--- config.mk ---
export PLATFORM = sky130hd
export DESIGN_NAME = decode_scan
export DESIGN_NICKNAME = d
export VERILOG_FILES = /design/src/rtl/decode_scan.sv
export SDC_FILE = /design/constraint.sdc
export NUM_CORES = 1
export LEC_CHECK = 0
export ABC_AREA = 0
export BUFFER_PORTS_ARGS = -buffer_cell sky130_fd_sc_hd__clkbuf_2
export CAP_MARGIN = 20
export CORE_AREA = 5 5 42 44
export CTS_BUF_LIST = sky130_fd_sc_hd__clkbuf_4 sky130_fd_sc_hd__clkbuf_8
export DETAILED_ROUTE_END_ITERATION = 10
export DIE_AREA = 0 0 47 49
export HOLD_SLACK_MARGIN = 0.15
export PLACE_DENSITY_LB_ADDON = 0.08
export SYNTH_ARGS = -nofsm -noshare
export SYNTH_HDL_FRONTEND = slang
export SYNTH_SLANG_ARGS = --single-unit
--- constraint.sdc ---
create_clock -name clk -period 1.3 [get_ports clk]
set_clock_uncertainty 0.05 [all_clocks]
set_input_delay 0.065 -clock clk [delete_from_list [all_inputs] [get_ports clk]]
set_output_delay 0.065 -clock clk [all_outputs]
set_load 0.02 [all_outputs]
--- src/rtl/decode_scan.sv ---
// Registered binary-to-one-hot decoder with manual decode and prescaled auto-scan.
// Define DECODE_ACTIVE_LOW_EN to drive Y inverted (selected line low) for common-anode displays.
module decode_scan #(
  parameter int W        = 2,
  parameter int SCAN_DIV = 4
) (
  input  logic                clk,
  input  logic                rst,
  input  logic [W-1:0]        code,
  input  logic                en,
  input  logic                scan,
  output logic [(2**W)-1:0]   Y,
  output logic [W-1:0]        idx,
  output logic                valid
);

  localparam int N  = 2**W;
  localparam int CW = (SCAN_DIV > 1) ? $clog2(SCAN_DIV) : 1;
  localparam logic [CW-1:0] CNT_MAX = CW'(SCAN_DIV - 1);
  localparam logic [N-1:0]  LINE0   = N'(1);

  typedef enum logic [1:0] {S_IDLE, S_MANUAL, S_SCAN} state_t;

  state_t         r_state, w_state_next;
  logic [N-1:0]   r_y, w_y_next;
  logic [W-1:0]   r_idx, w_idx_next;
  logic [CW-1:0]  r_cnt, w_cnt_next;
  logic           r_valid, w_valid_next;
  logic [W-1:0]   w_idx_inc;

  always_ff @(posedge clk) begin
    if (rst) r_state <= S_IDLE;
    else     r_state <= w_state_next;
  end

  always_comb begin
    w_state_next = S_IDLE;
    if (scan)    w_state_next = S_SCAN;
    else if (en) w_state_next = S_MANUAL;
  end

  assign w_idx_inc = r_idx + W'(1);

  always_comb begin
    w_y_next     = '0;
    w_idx_next   = r_idx;
    w_cnt_next   = '0;
    w_valid_next = 1'b0;
    case (w_state_next)
      S_MANUAL: begin
        w_y_next     = LINE0 << code;
        w_idx_next   = code;
        w_valid_next = 1'b1;
      end
      S_SCAN: begin
        w_valid_next = 1'b1;
        if (r_state != S_SCAN) begin
          // Every scan request restarts at line 0; no resume from a previous scan.
          w_y_next   = LINE0;
          w_idx_next = '0;
        end else if (r_cnt == CNT_MAX) begin
          w_y_next   = LINE0 << w_idx_inc;
          w_idx_next = w_idx_inc;
        end else begin
          w_y_next   = r_y;
          w_cnt_next = r_cnt + CW'(1);
        end
      end
      default: ;
    endcase
  end

  always_ff @(posedge clk) begin
    if (rst) begin
      r_y     <= '0;
      r_idx   <= '0;
      r_cnt   <= '0;
      r_valid <= 1'b0;
    end else begin
      r_y     <= w_y_next;
      r_idx   <= w_idx_next;
      r_cnt   <= w_cnt_next;
      r_valid <= w_valid_next;
    end
  end

`ifdef DECODE_ACTIVE_LOW_EN
  assign Y = ~r_y;
`else
  assign Y = r_y;
`endif
  assign idx   = r_idx;
  assign valid = r_valid;

endmodule
# ---- After elaboration in Yosys (flattened, before gate mapping)
# Cells that the tools add are included.
dict set report word_totals {
  reg_bits 11
  latchBits 0
  mem_bits_rw 0
  rom_bits 0
  input_bits 6
  out_inout_bits 7
  mem_count 0
}
dict set report op_classes {
  n_addsub 2
  n_mul 0
  div 0
  magnitude_cmp 0
  n_eq_ne 5
  shift 2
  muxes 9
  n_bitwise 1
  reduce_logical 4
}
# cell n
set ops {}
lappend ops {{$mux 4} 2}
lappend ops {{$pmux 4 s2} 1}
lappend ops {{$shl 1x2->4 const A} 2}
lappend ops {{$mux 2} 3}
lappend ops {{$add 2x1->2 const B} 2}
lappend ops {{$eq 2x2->1 const B} 2}
lappend ops {{$pmux 2 s2} 1}
lappend ops {{$reduce_or 4->1} 1}
lappend ops {{$ne 3x3->1 const B} 1}
lappend ops {{$eq 2x1->1 const B} 1}
lappend ops {{$mux 1} 2}
lappend ops {{$ne 2x2->1 const B} 1}
lappend ops {{$reduce_and 2->1} 1}
lappend ops {{$reduce_bool 2->1} 1}
lappend ops {{$reduce_or 2->1} 1}
lappend ops {{$not 1->1} 1}

# ---- Longest topological paths before layout
# Gate-level depths: netlist of the first run.
dict set report depth {
  word_depth 5
  depth_mapped 5
}

# ---- Worst setup path before layout of the first run
# Ideal clock, no wire load.
dict set report synth_timing {
  path_kind {register to register}
  startpoint {register r_idx[0] (netlist: idx[0])}
  endpoint {register r_idx[1] (netlist: idx[1])}
  t_arrival_ns 1.292
  required_time_ns 1.128
  path_slack_ns -0.164
  path_stages_with_launch 6
  n_path_buf 0
  synth_period_minus_slack_ns 1.464
  cell_sequence {dfxtp_1 inv_1 ha_1 and4b_2 a21oi_1 a211oi_2}
}
dict set report synth_between {
  elab_chain_len 4
}
# item line
set synth_rtl {}
lappend synth_rtl {{start, declared} 26} ;# logic [W-1:0] r_idx, w_idx_next;
lappend synth_rtl {{start signal, assigned} 81} ;# r_idx <= w_idx_next;
lappend synth_rtl {{$add 2x1->2} 42} ;# assign w_idx_inc = r_idx + W'(1);
lappend synth_rtl {{$mux 2} 61} ;# end else if (r_cnt == CNT_MAX) begin
lappend synth_rtl {{$mux 2} 57} ;# if (r_state != S_SCAN) begin
lappend synth_rtl {{$pmux 2 s2} 49} ;# case (w_state_next)
# Every way passes these cells. The select of a mux whose other input is x is not followed.
# A chain may end at the register's enable or synchronous reset.

# ---- Worst setup path after layout of the first run
dict set report layout_timing {
  startpoint {input port en}
  endpoint {register r_idx[0] (netlist: idx[0])}
}
dict set report layout_between {
  elab_chain_len 5
  word_cells_on_any_way 8
}
# item line
set layout_rtl {}
lappend layout_rtl {{start, declared} 10} ;# input logic en,
lappend layout_rtl {{$mux 1 *} 39} ;# else if (en) w_state_next = S_MANUAL;
lappend layout_rtl {{$mux 2 *} 38} ;# if (scan) w_state_next = S_SCAN;
lappend layout_rtl {{$eq 2x2->1 / $eq 2x1->1 (equally long branches)} 49}
lappend layout_rtl {{$ne 3x3->1 (no line) / $reduce_bool 2->1 (equally long branches)} -}
lappend layout_rtl {{$reduce_and 2->1 (no line)} -}
# Every way passes the cells marked *; elsewhere a longest branch is shown, timed or not.

==> results of run 1 <==
metrics by stage:
stage	instance area, um^2	hold slack [ns]	utilization [%]	total power [uW]	setup slack, ns
2_1_floorplan	557	0.0723	-	440	-0.0497
3_3_place_gp	697	0.267	49.7	499	-0.0467
3_5_place_dp	697	0.268	49.7	499	-0.0438
4_1_cts	788	0.154	56.3	768	0.0106
5_1_grt	807	0.181	57.6	816	-0.0184
6_report	807	0.169	57.6	763	0.0268
worst max path at each step:
stage	start	to
after detailed placement	r_cnt[0]	idx[0]
final	en	idx[0]
after global placement	r_cnt[0]	idx[0]
after CTS	r_cnt[0]	idx[0]
after floorplan	idx[0]	idx[1]
after global routing	r_cnt[0]	idx[0]
worst max-delay path, cell delays in order:
cell and delay, ns:
dlygate4sd3_1 0.53, clkbuf_2 0.14, or2_4 0.26, and2_4 0.16
o221a_1 0.23
cells in the final DEF, fill, tap and decap left out:
cell type,synthesis,routed
nand4bb_4,1,1
dfxtp_2,0,4
ha_4,0,1
and2_1,1,1
nor4_1,1,1
clkbuf_2,0,12
mux2_1,1,1
clkbuf_4,0,4
inv_1,6,5
and2_4,1,1
nand3b_2,1,1
nor2_1,2,2
a211oi_2,1,1
a21oi_1,5,4
and4b_2,1,1
o221a_1,2,2
nand3b_1,1,1
dfxtp_1,11,7
nor4b_1,2,2
o22ai_1,3,2
nor3b_1,1,1
or2_4,0,1
inv_2,0,1
buf_4,0,10
nor2b_1,2,2
dlygate4sd3_1,0,4
a21oi_2,0,1
and3_1,1,1
ha_1,5,4
o22ai_2,0,1
o211a_1,2,2
synthesized netlist by cell type:
master,instances,share of area (%)
o221a_1,2,4.1
nand4bb_4,1,5.0
mux2_1,1,2.0
and4b_2,1,2.0
a21oi_1,5,4.5
nand3b_1,1,1.4
and2_4,1,1.6
a211oi_2,1,2.3
or2_1,1,1.1
o211a_1,2,3.6
and2_1,1,1.1
nand3b_2,1,2.0
o22ai_1,3,3.4
nor3b_1,1,1.4
and3_1,1,1.1
inv_1,6,4.1
nor4_1,1,1.1
ha_1,5,11
nor2b_1,2,2.3
nor2_1,2,1.4
dfxtp_1,11,40
nor4b_1,2,3.2
per-layer routing:
layer	vias up	track usage (%)	wire length (um)
li1	253	-	-
met1	219	17.8	575
met2	9	17.4	531
met3	3	2.21	42
met4	0	6.91	24
met5	-	0	0
power groups by stage:
| stage | logic [uW] | clock network, uW | registers, uW |
|---|---|---|---|
| finish | 143 | 257 | 364 |
| global route | 159 | 289 | 367 |
| CTS | 140 | 264 | 364 |
| detailed placement | 128 | 0 | 371 |
| global placement | 128 | 0 | 371 |
| floorplan | 51.7 | 0 | 389 |
layout make-up:
type                            count  area (um^2)  area share (%)
Sequential cell                    11          225            27.9
Inverter                            6         22.5            2.79
Multi-Input combinational cell     35          334            41.4
Timing Repair Buffer               26          175            21.7
Clock buffer                        4         30.0            3.72
Tap cell                           16         20.0            2.48
repair_timing:
item	4_1_cts	5_1_grt
hold buffers	4	0
setup endpoints to repair	4	4
hold endpoints to repair	7	0
setup buffers	1	1
gates resized for setup	2	5
pin swaps	2	3
state kept, by name, summed over array words and instances, names as in the netlist:
register and count:
Y 4, valid 1, r_state 2, r_cnt 2, idx 2
cells by family after synthesis:
family / synth area share, %
buf+inv: 4.08
fa+ha+maj: 11.3
compound gates: 17.9
simple gates: 24.7
flops: 39.9
mux: 2.04
==> results.md, run 1 <==
- IR drop worst, VDD: 0.670 mV
- Fin crit period: 1.27 ns
- Sequential area share after synthesis: 39.9%
- Final cell count without fillers: 98
- Clock tree sinks: 11
- Kind of critical path: primary input to flop
- Critical Path Sink Type: flop
- Die area: 2300 um^2
- Max Root-Sink Buffers: 2
- Worst slew pin tran: 0.285 ns
- CP Launch Type: primary input
- IO Pins: 13
- Remaining DRCs: 0
- Overflow left after global routing: 0
- Post-Route WL: 1170 um
- Placer Congestion: 0.736
- Reg-to-Reg End: idx[0]
- Post-DP HPWL: 890 um
- P_leak: 0.000394 uW
- Final period util: 97.9%
- Fraction of layout cells with a size suffix above 1: 48.8%
- Synthesis-to-finish area growth: 46.3%
- CTS tree: built
- Diode count: 0
- # rows: 14
- Chip Height: 49 um
- Post-Place Cells: 88
- NumNets Final: 94
- Worst hold start: scan
- HP Class: primary input to flop
- FF+latch count, synth: 11
- Post-route setup TNS: 0 ns
- Max-Cap Viols: 0
- R2r setup slk: 0.03 ns
- Syn_nets: 63
- Vias: 484
- FF-to-FF path depth: 4
- Final slew viol count: 0
- Max Clock Freq: 0.785 GHz
- Drt wl/cell: 12.0 um
- GRT Overall Usage: 12.6%
- RSZ-0062 raised after global routing: yes
- Sw power: 198 uW
- Pre-Repair DR Iteration Count: 4
- Number of synthesis warnings: 0
- Root buf cell: clkbuf_4
- Endpoint, Worst Hold: r_state[1]
- Gate power share: 18.7%
- Avg Cell Area, Syn: 10.6 um^2
- DRT iter0 DRCs: 6
- Status: finished clean
- RR Startpoint: r_cnt[0]
- Port bufs: 12
- Clock latency on the worst-skew pair: 0.27 ns
- Pin count of the biggest net entering global routing: 10
- H-tree depth: 1
- Fill cell count: 140
- Switching share of power: 25.9%
- Vias per cell: 4.94
- Pwr per Cell Area: 946 nW/um^2
- Clock share of power: 33.6%
- Vias in the first global route: 501
- TritonCTS buffer count: 3
- Hold Fails Final Rpt: 0
- WP data arrival: 1.39 ns
- CP required: 1.41 ns
- CTS clock-pin slew for the worst setup and hold paths: 0.07 ns
- Antenna Nets Post-Route: 0
- Unique masters post-synth: 22
- Mapped Cells: 52
- Slew HR: 80.8%
- Mapped Area: 552 um^2
- Initial core utilization: 39.4%
- Initial antenna violation count: 0
- Sequential Power Share: 47.7%
- Crit path max fanout: 6
- Final setup vio count: 0
- Hold Path Depth: 3
- First-pass GRT wire length: 2120 um
- CORE AREA: 1400 um^2
- Int Pwr: 565 uW
- Die X: 47 um
(Power assumes the default switching activity.)
==> inputs of run 2 (changes only) <==
ABC_AREA = unset   (was 0)
REMOVE_ABC_BUFFERS = 1   (was unset)
==> results.md, run 2 (synthesis gave the netlist of run 1 again) <==
- Chip Height: 49 um (unchanged)
- Die X: 47 um (unchanged)
- Commonest non-fill, non-tap cell in the layout: clkbuf_2 (unchanged)
- Overflow left after global routing: 0 (unchanged)
- Final cell count without fillers: 97 (was 98)
- CORE AREA: 1400 um^2 (unchanged)
- NumNets Final: 93 (was 94)
- Post-route setup slack: 0.0229 ns (was 0.0268 ns)
- Root buf cell: clkbuf_4 (unchanged)
- Vias per cell: 5.02 (was 4.94)
- Number of flip-flops under the largest register name: 4 (unchanged)
- WP data arrival: 1.39 ns (about the same)
- Vias: 487 (was 484)
- Kind of critical path: primary input to flop (unchanged)
- Hold Fails Final Rpt: 0 (unchanged)
- Final instance area: 803 um^2 (was 807 um^2)
- Post-Route WL: 1230 um (was 1170 um)
- Clock tree sinks: 11 (unchanged)
- Fill cell count: 132 (was 140)
- IR drop worst, VDD: 0.532 mV (was 0.670 mV)
- Seq. cell area: 224 um^2 (was 225 um^2)
- Area after DPL: 684 um^2 (was 697 um^2)
- Synthesis-to-finish area growth: 45.6% (was 46.3%)
- Port bufs: 12 (unchanged)
- Metal3 WL: 50 um (was 42 um)
- HP Class: primary input to flop (unchanged)
- Vias in the first global route: 434 (was 501)
- Placer Congestion: 0.717 (was 0.736)
- Highest metal used: met4 (unchanged)
- Status: finished clean (unchanged)
- Remaining DRCs: 0 (unchanged)
- CP peak stage delay: 0.53 ns (about the same)
- DP Worst Slack: -0.0502 ns (was -0.0438 ns)
- Worst hold slack: 0.174 ns (was 0.169 ns)
- Max Root-Sink Buffers: 2 (unchanged)
- RR Startpoint: r_cnt[1] (was r_cnt[0])
- Pwr per Cell Area: 955 nW/um^2 (was 946 nW/um^2)
- Worst hold start: scan (unchanged)
- Crit path cell chain: dlygate4sd3_1 -> buf_2 -> or2_4 -> and2_4 -> o221a_1 (was dlygate4sd3_1 -> clkbuf_2 -> or2_4 -> and2_4 -> o221a_1)
- Drt wl/cell: 12.7 um (was 12.0 um)
- Met1 WL: 527 um (was 575 um)
- Critical Path Sink Type: flop (unchanged)
- Final period util: 98.2% (was 97.9%)
- Initial antenna violation count: 0 (unchanged)
- Met2 wire len: 610 um (was 531 um)
- Setup crit start: en (unchanged)
- Max-Cap Viols: 0 (unchanged)
- Slew HR: 79.2% (was 80.8%)
- P_leak: 0.000387 uW (was 0.000394 uW)
- Final slew viol count: 0 (unchanged)
- IO Pins: 13 (unchanged)
- DRT iter0 DRCs: 1 (was 6)
- Fin crit period: 1.28 ns (was 1.27 ns)
- Multi-input gate area: 337 um^2 (was 334 um^2)
- CP Launch Type: primary input (unchanged)
- Worst slew pin tran: 0.311 ns (was 0.285 ns)
- First-pass GRT wire length: 1940 um (was 2120 um)
- # rows: 14 (unchanged)
- Max Clock Freq: 0.783 GHz (was 0.785 GHz)
- CTS tree: built (unchanged)
- Pre-Repair DR Iteration Count: 4 (unchanged)
- CP required: 1.41 ns (about the same)
- GRT Overall Usage: 12.2% (was 12.6%)
- Antenna Nets Post-Route: 0 (unchanged)
- Pin count of the biggest net entering global routing: 10 (unchanged)
- H-tree depth: 1 (unchanged)
- Most frequent cells in the layout: 10 x clkbuf_2, 8 x dfxtp_1, 8 x buf_4, 5 x dlygate4sd3_1 (was 12 x clkbuf_2, 10 x buf_4, 7 x dfxtp_1, 5 x inv_1)
- Crit path max fanout: 6 (unchanged)
- Clock latency on the worst-skew pair: 0.28 ns (was 0.27 ns)
- Post-Place Cells: 87 (was 88)
- Post-DP HPWL: 894 um (was 890 um)
- TritonCTS buffer count: 3 (unchanged)
- Initial core utilization: 39.4% (unchanged)
- Fraction of layout cells with a size suffix above 1: 48.1% (was 48.8%)
- CTS clock-pin slew for the worst setup and hold paths: 0.07 ns (about the same)
- Crit path max-delay cell type: dlygate4sd3_1 (unchanged)
- Final setup vio count: 0 (unchanged)
- Post-route setup TNS: 0 ns (unchanged)
- Die area: 2300 um^2 (unchanged)
- Diode count: 0 (unchanged)
-- run 2: cell types whose count changed in the layout (fill, tap and decap cells not counted), sizes merged --
cell | before | now
clkbuf | 16 | 14
dlygate4sd3 | 4 | 5
-- run 2: repair_timing --
action,in CTS,in global routing
hold endpoints to repair,7,0
hold buffers,5,0
gates resized for setup,2,11
setup endpoints to repair,5,5
setup buffers,0,1
pin swaps,1,4
cloned,0,0
-- run 2: through the flow --
step                      power, uW  util (%)
final                           768      57.3
after global routing            808      57.3
after CTS                       765      55.0
after detailed placement        493      48.8
after global placement          494      48.8
after floorplan                 439         -
-- run 2: worst paths after layout --
path,slack (ns),to,cells past startpoint
worst min register to register,0.39,r_cnt[0],1
worst max-delay path,0.02,idx[0],5
worst min-delay path,0.17,Y[0],3
worst max register to register,0.04,idx[0],4
-- run 2: layout make-up --
cell class                 instances  area share (%)
multi-input combinational         35            41.9
sequential                        11            27.9
timing repair buffer              25            21.2
clock buffer                       4            3.74
inverter                           6            2.80
tap                               16            2.49
-- run 2: routing by layer --
| layer | GRT usage (%) | up-vias |
|---|---|---|
| met2 | 17.9 | 11 |
| met5 | 0 | - |
| met3 | 2.21 | 5 |
| met4 | 11.1 | 0 |
| li1 | - | 250 |
| met1 | 14.2 | 221 |
-- run 2: critical path, delay by kind of cell --
family | cells | cell delay [ns]
buffers and inverters | 2 | 0.68
AND/OR/NAND/NOR | 2 | 0.42
AO/OA/AOI/OAI | 1 | 0.23
-- run 2: where the power goes --
group	leakage (uW)	switching, uW	total (uW)	internal (uW)
logic	0.000277	73.2	143	69.5
registers	0.0000916	9.49	364	354
clock network	0.0000184	121	261	140
total	0.000387	204	768	564
==> inputs of run 3 (changes only) <==
ABC_AREA = 1   (was unset)
==> results.md, run 3 <==
- Status: finished clean (unchanged)
- Most frequent cell after synthesis: nor2_1 (was dfxtp_1)
- GRT Overall Usage: 13.9% (was 12.2%)
- Sequential Power Share: 47.2% (was 47.4%)
- Final period util: 97.9% (was 98.2%)
- Vias in the first global route: 549 (was 434)
- Vias: 536 (was 487)
- WP data arrival: 1.44 ns (was 1.39 ns)
- Crit-path leading delay family: buffers and inverters (unchanged)
- Initial core utilization: 42.1% (was 39.4%)
- Crit path top cell by count: dlygate4sd3_1
- Root buf cell: clkbuf_4 (unchanged)
- Final slew viol count: 0 (unchanged)
- CP endpoint: valid (was idx[0])
- CP Launch Type: primary input (unchanged)
- Met2 wire len: 584 um (was 610 um)
- Post-DP HPWL: 928 um (was 894 um)
- Number of flip-flops under the largest register name: 4 (unchanged)
- Post-CTS Setup Bufs: 0 (unchanged)
- Worst hold start: en (was scan)
- Switching share of power: 28.3% (was 26.6%)
- FF-to-FF path depth: 6 (was 4)
- Clock latency on the worst-skew pair: 0.27 ns (was 0.28 ns)
- Worst slew pin tran: 0.228 ns (was 0.311 ns)
- IO Pins: 13 (unchanged)
- Gate power share: 20.1% (was 18.6%)
- Vias per cell: 4.58 (was 5.02)
- Kind of critical path: primary input to flop (unchanged)
- # rows: 14 (unchanged)
- Sequential area share after synthesis: 37.4% (was 39.9%)
- Fin crit period: 1.27 ns (was 1.28 ns)
- Highest metal used: met4 (unchanged)
- Synthesis-to-finish area growth: 30.8% (was 45.6%)
- Synth cell count leaders: 15 x nor2_1, 14 x nand2_1, 11 x dfxtp_1 (was 11 x dfxtp_1, 6 x inv_1, 5 x a21oi_1, 5 x ha_1, 3 x o22ai_1)
- Max-Cap Viols: 0 (unchanged)
- First-pass GRT wire length: 2300 um (was 1940 um)
- Max Root-Sink Buffers: 2 (unchanged)
- Post-Route WL: 1300 um (was 1230 um)
- Overflow left after global routing: 0 (unchanged)
- Unique masters post-synth: 16 (was 22)
- Remaining DRCs: 0 (unchanged)
- Sw power: 221 uW (was 204 uW)
- RSZ-0062 raised after global routing: no
- RR Startpoint: idx[0] (was r_cnt[1])
- Ys flop type: dfxtp_1 (unchanged)
- TritonCTS buffer count: 3 (unchanged)
- Buf/Inv on CP: 3 (was 2)
- EDFF count, synth: 0 (unchanged)
- Max Clock Freq: 0.786 GHz (was 0.783 GHz)
- Pwr per Cell Area: 1010 nW/um^2 (was 955 nW/um^2)
- Int Pwr: 558 uW (was 564 uW)
- CP required: 1.46 ns (was 1.41 ns)
- Clock share of power: 32.7% (was 34.0%)
- HP Class: primary input to flop (unchanged)
- CTS tree: built (unchanged)
- Slew HR: 84.8% (was 79.2%)
- Placer Congestion: 0.851 (was 0.717)
- Metal3 WL: 65 um (was 50 um)
- NumNets Final: 113 (was 93)
- Cell count along the critical path: 4 (was 5)
- Mapped Cells: 78 (was 52)
- Ys async rst share: 0% (unchanged)
- Port bufs: 12 (unchanged)
- Number of synthesis warnings: 0 (unchanged)
- Crit path max-delay cell type: dlygate4sd3_1 (unchanged)
- Final instance area: 771 um^2 (was 803 um^2)
- Final design utilization: 55.0% (was 57.3%)
- Pin count of the biggest net entering global routing: 11 (was 10)
- CP peak stage delay: 0.56 ns (was 0.53 ns)
- Die area: 2300 um^2 (unchanged)
- IR drop worst, VDD: 0.626 mV (was 0.532 mV)
- Fraction of layout cells with a size suffix above 1: 23.8% (was 48.1%)
- Top post-synthesis cells by area: dfxtp_1 37%, ha_1 11%, nor2_1 9.6% (was dfxtp_1 40%, ha_1 11%, nand4bb_4 5.0%)
- Hold Path Depth: 6 (was 3)
- Crit path max fanout: 6 (unchanged)
- Final setup vio count: 0 (unchanged)
- Die X: 47 um (unchanged)
- Area leader, netlist: dfxtp_1 (unchanged)
- Antenna Nets Post-Route: 0 (unchanged)
- Clock tree sinks: 11 (unchanged)
- DRT iter0 DRCs: 6 (was 1)
- Met1 WL: 623 um (was 527 um)
- Yosys top cell area share: 37.4% (was 39.9%)
- Pre-Repair DR Iteration Count: 4 (unchanged)
- Avg Cell Area, Syn: 7.56 um^2 (was 10.6 um^2)
- Most frequent cells in the layout: 15 x nor2_1, 14 x nand2_1, 12 x clkbuf_2, 9 x dfxtp_1 (was 10 x clkbuf_2, 8 x dfxtp_1, 8 x buf_4, 5 x dlygate4sd3_1)
- Crit path cell chain: dlygate4sd3_1 -> clkbuf_2 -> a21oi_1 -> dlygate4sd3_1 (was dlygate4sd3_1 -> buf_2 -> or2_4 -> and2_4 -> o221a_1)
- Post-route setup TNS: 0 ns (unchanged)
- P_leak: 0.000404 uW (was 0.000387 uW)
- Area after DPL: 658 um^2 (was 684 um^2)
- Reg-to-Reg End: idx[1] (was idx[0])
- Diode count: 0 (unchanged)
- H-tree depth: 1 (unchanged)
- R2r setup slk: 0.11 ns (was 0.04 ns)
- Critical Path Sink Type: flop (unchanged)
- Chip Height: 49 um (unchanged)
- CORE AREA: 1400 um^2 (unchanged)
- Hold Fails Final Rpt: 0 (unchanged)
- CTS clock-pin slew for the worst setup and hold paths: 0.07 ns (about the same)
- Initial antenna violation count: 0 (unchanged)
- Mapped Area: 589 um^2 (was 552 um^2)
- DP Worst Slack: 0.0678 ns (was -0.0502 ns)
- Drt wl/cell: 11.1 um (was 12.7 um)
- FF+latch count, synth: 11 (unchanged)
- Commonest non-fill, non-tap cell in the layout: nor2_1 (was clkbuf_2)
- Post-route setup slack: 0.0272 ns (was 0.0229 ns)
- Setup crit start: rst (was en)
## run 3: cell count changes in the layout (fill, tap and decap cells not counted), moves of 3 or more
cell,before,now
a21oi_1,4,1
nand2_1,0,14
buf_4,8,0
o21ai_0,0,7
nor2_1,1,15
dlygate4sd3_1,5,8
inv_1,4,8
nand3_1,0,7
## run 3: cell type report
| class | count | area (um^2) |
|---|---|---|
| clock buffer | 4 | 30.0 |
| fill | 157 | 631 |
| inverter | 10 | 40.0 |
| multi-input combinational | 56 | 318 |
| sequential | 11 | 223 |
| tap | 16 | 20.0 |
| timing repair buffer | 20 | 140 |
## run 3: kinds of logic after synthesis
kind of cell / share of synthesized area (%)
AND/OR/NAND/NOR: 36.5
buffers and inverters: 8.71
flip-flops: 37.4
adder cells (fa/ha/maj): 10.6
AO/OA/AOI/OAI: 6.79
## run 3: stage by stage
| stage | hold slack, ns | total power, uW | cells |
|---|---|---|---|
| 6_report | 0.252 | 779 | 117 |
| 5_1_grt | 0.295 | 843 | 117 |
| 4_1_cts | 0.240 | 790 | 117 |
| 3_5_place_dp | 0.273 | 511 | 105 |
| 3_3_place_gp | 0.270 | 509 | 105 |
| 2_1_floorplan | 0.0841 | 463 | 77 |
## run 3: repair_timing
| item | in CTS | in global routing |
|---|---|---|
| gates resized for setup | 0 | 2 |
| hold buffers | 8 | 0 |
| setup endpoints to repair | 0 | 1 |
| hold endpoints to repair | 8 | 0 |
## run 3: worst reg2reg max path, cell delays in order (launching register included)
cell	delay, ns
dfxtp_2	0.36
inv_1	0.08
ha_1	0.28
nand2_1	0.05
o21ai_0	0.17
nor2_1	0.06
nor2_1	0.09
## run 3: power groups by stage
stage          clock network [uW]  logic, uW  registers (uW)
4_1_cts                       267        157             367
3_5_place_dp                    0        136             375
3_3_place_gp                    0        135             374
6_report                      255        156             368
2_1_floorplan                   0       71.6             392
5_1_grt                       296        176             371
## run 3: how the worst min path moves through the flow
stage | endpoint | slack [ns]
3_5_place_dp | valid | 0.27
5_1_grt | idx[0] | 0.29
3_3_place_gp | valid | 0.27
4_1_cts | Y[0] | 0.24
6_report | idx[0] | 0.25
2_1_floorplan | valid | 0.08
## run 3: layer usage
metal | up-vias | global-route usage [%]
met2 | 11 | 19.9
met4 | 0 | 6.91
met1 | 230 | 18.1
li1 | 291 | -
met5 | - | 0
met3 | 4 | 4.43
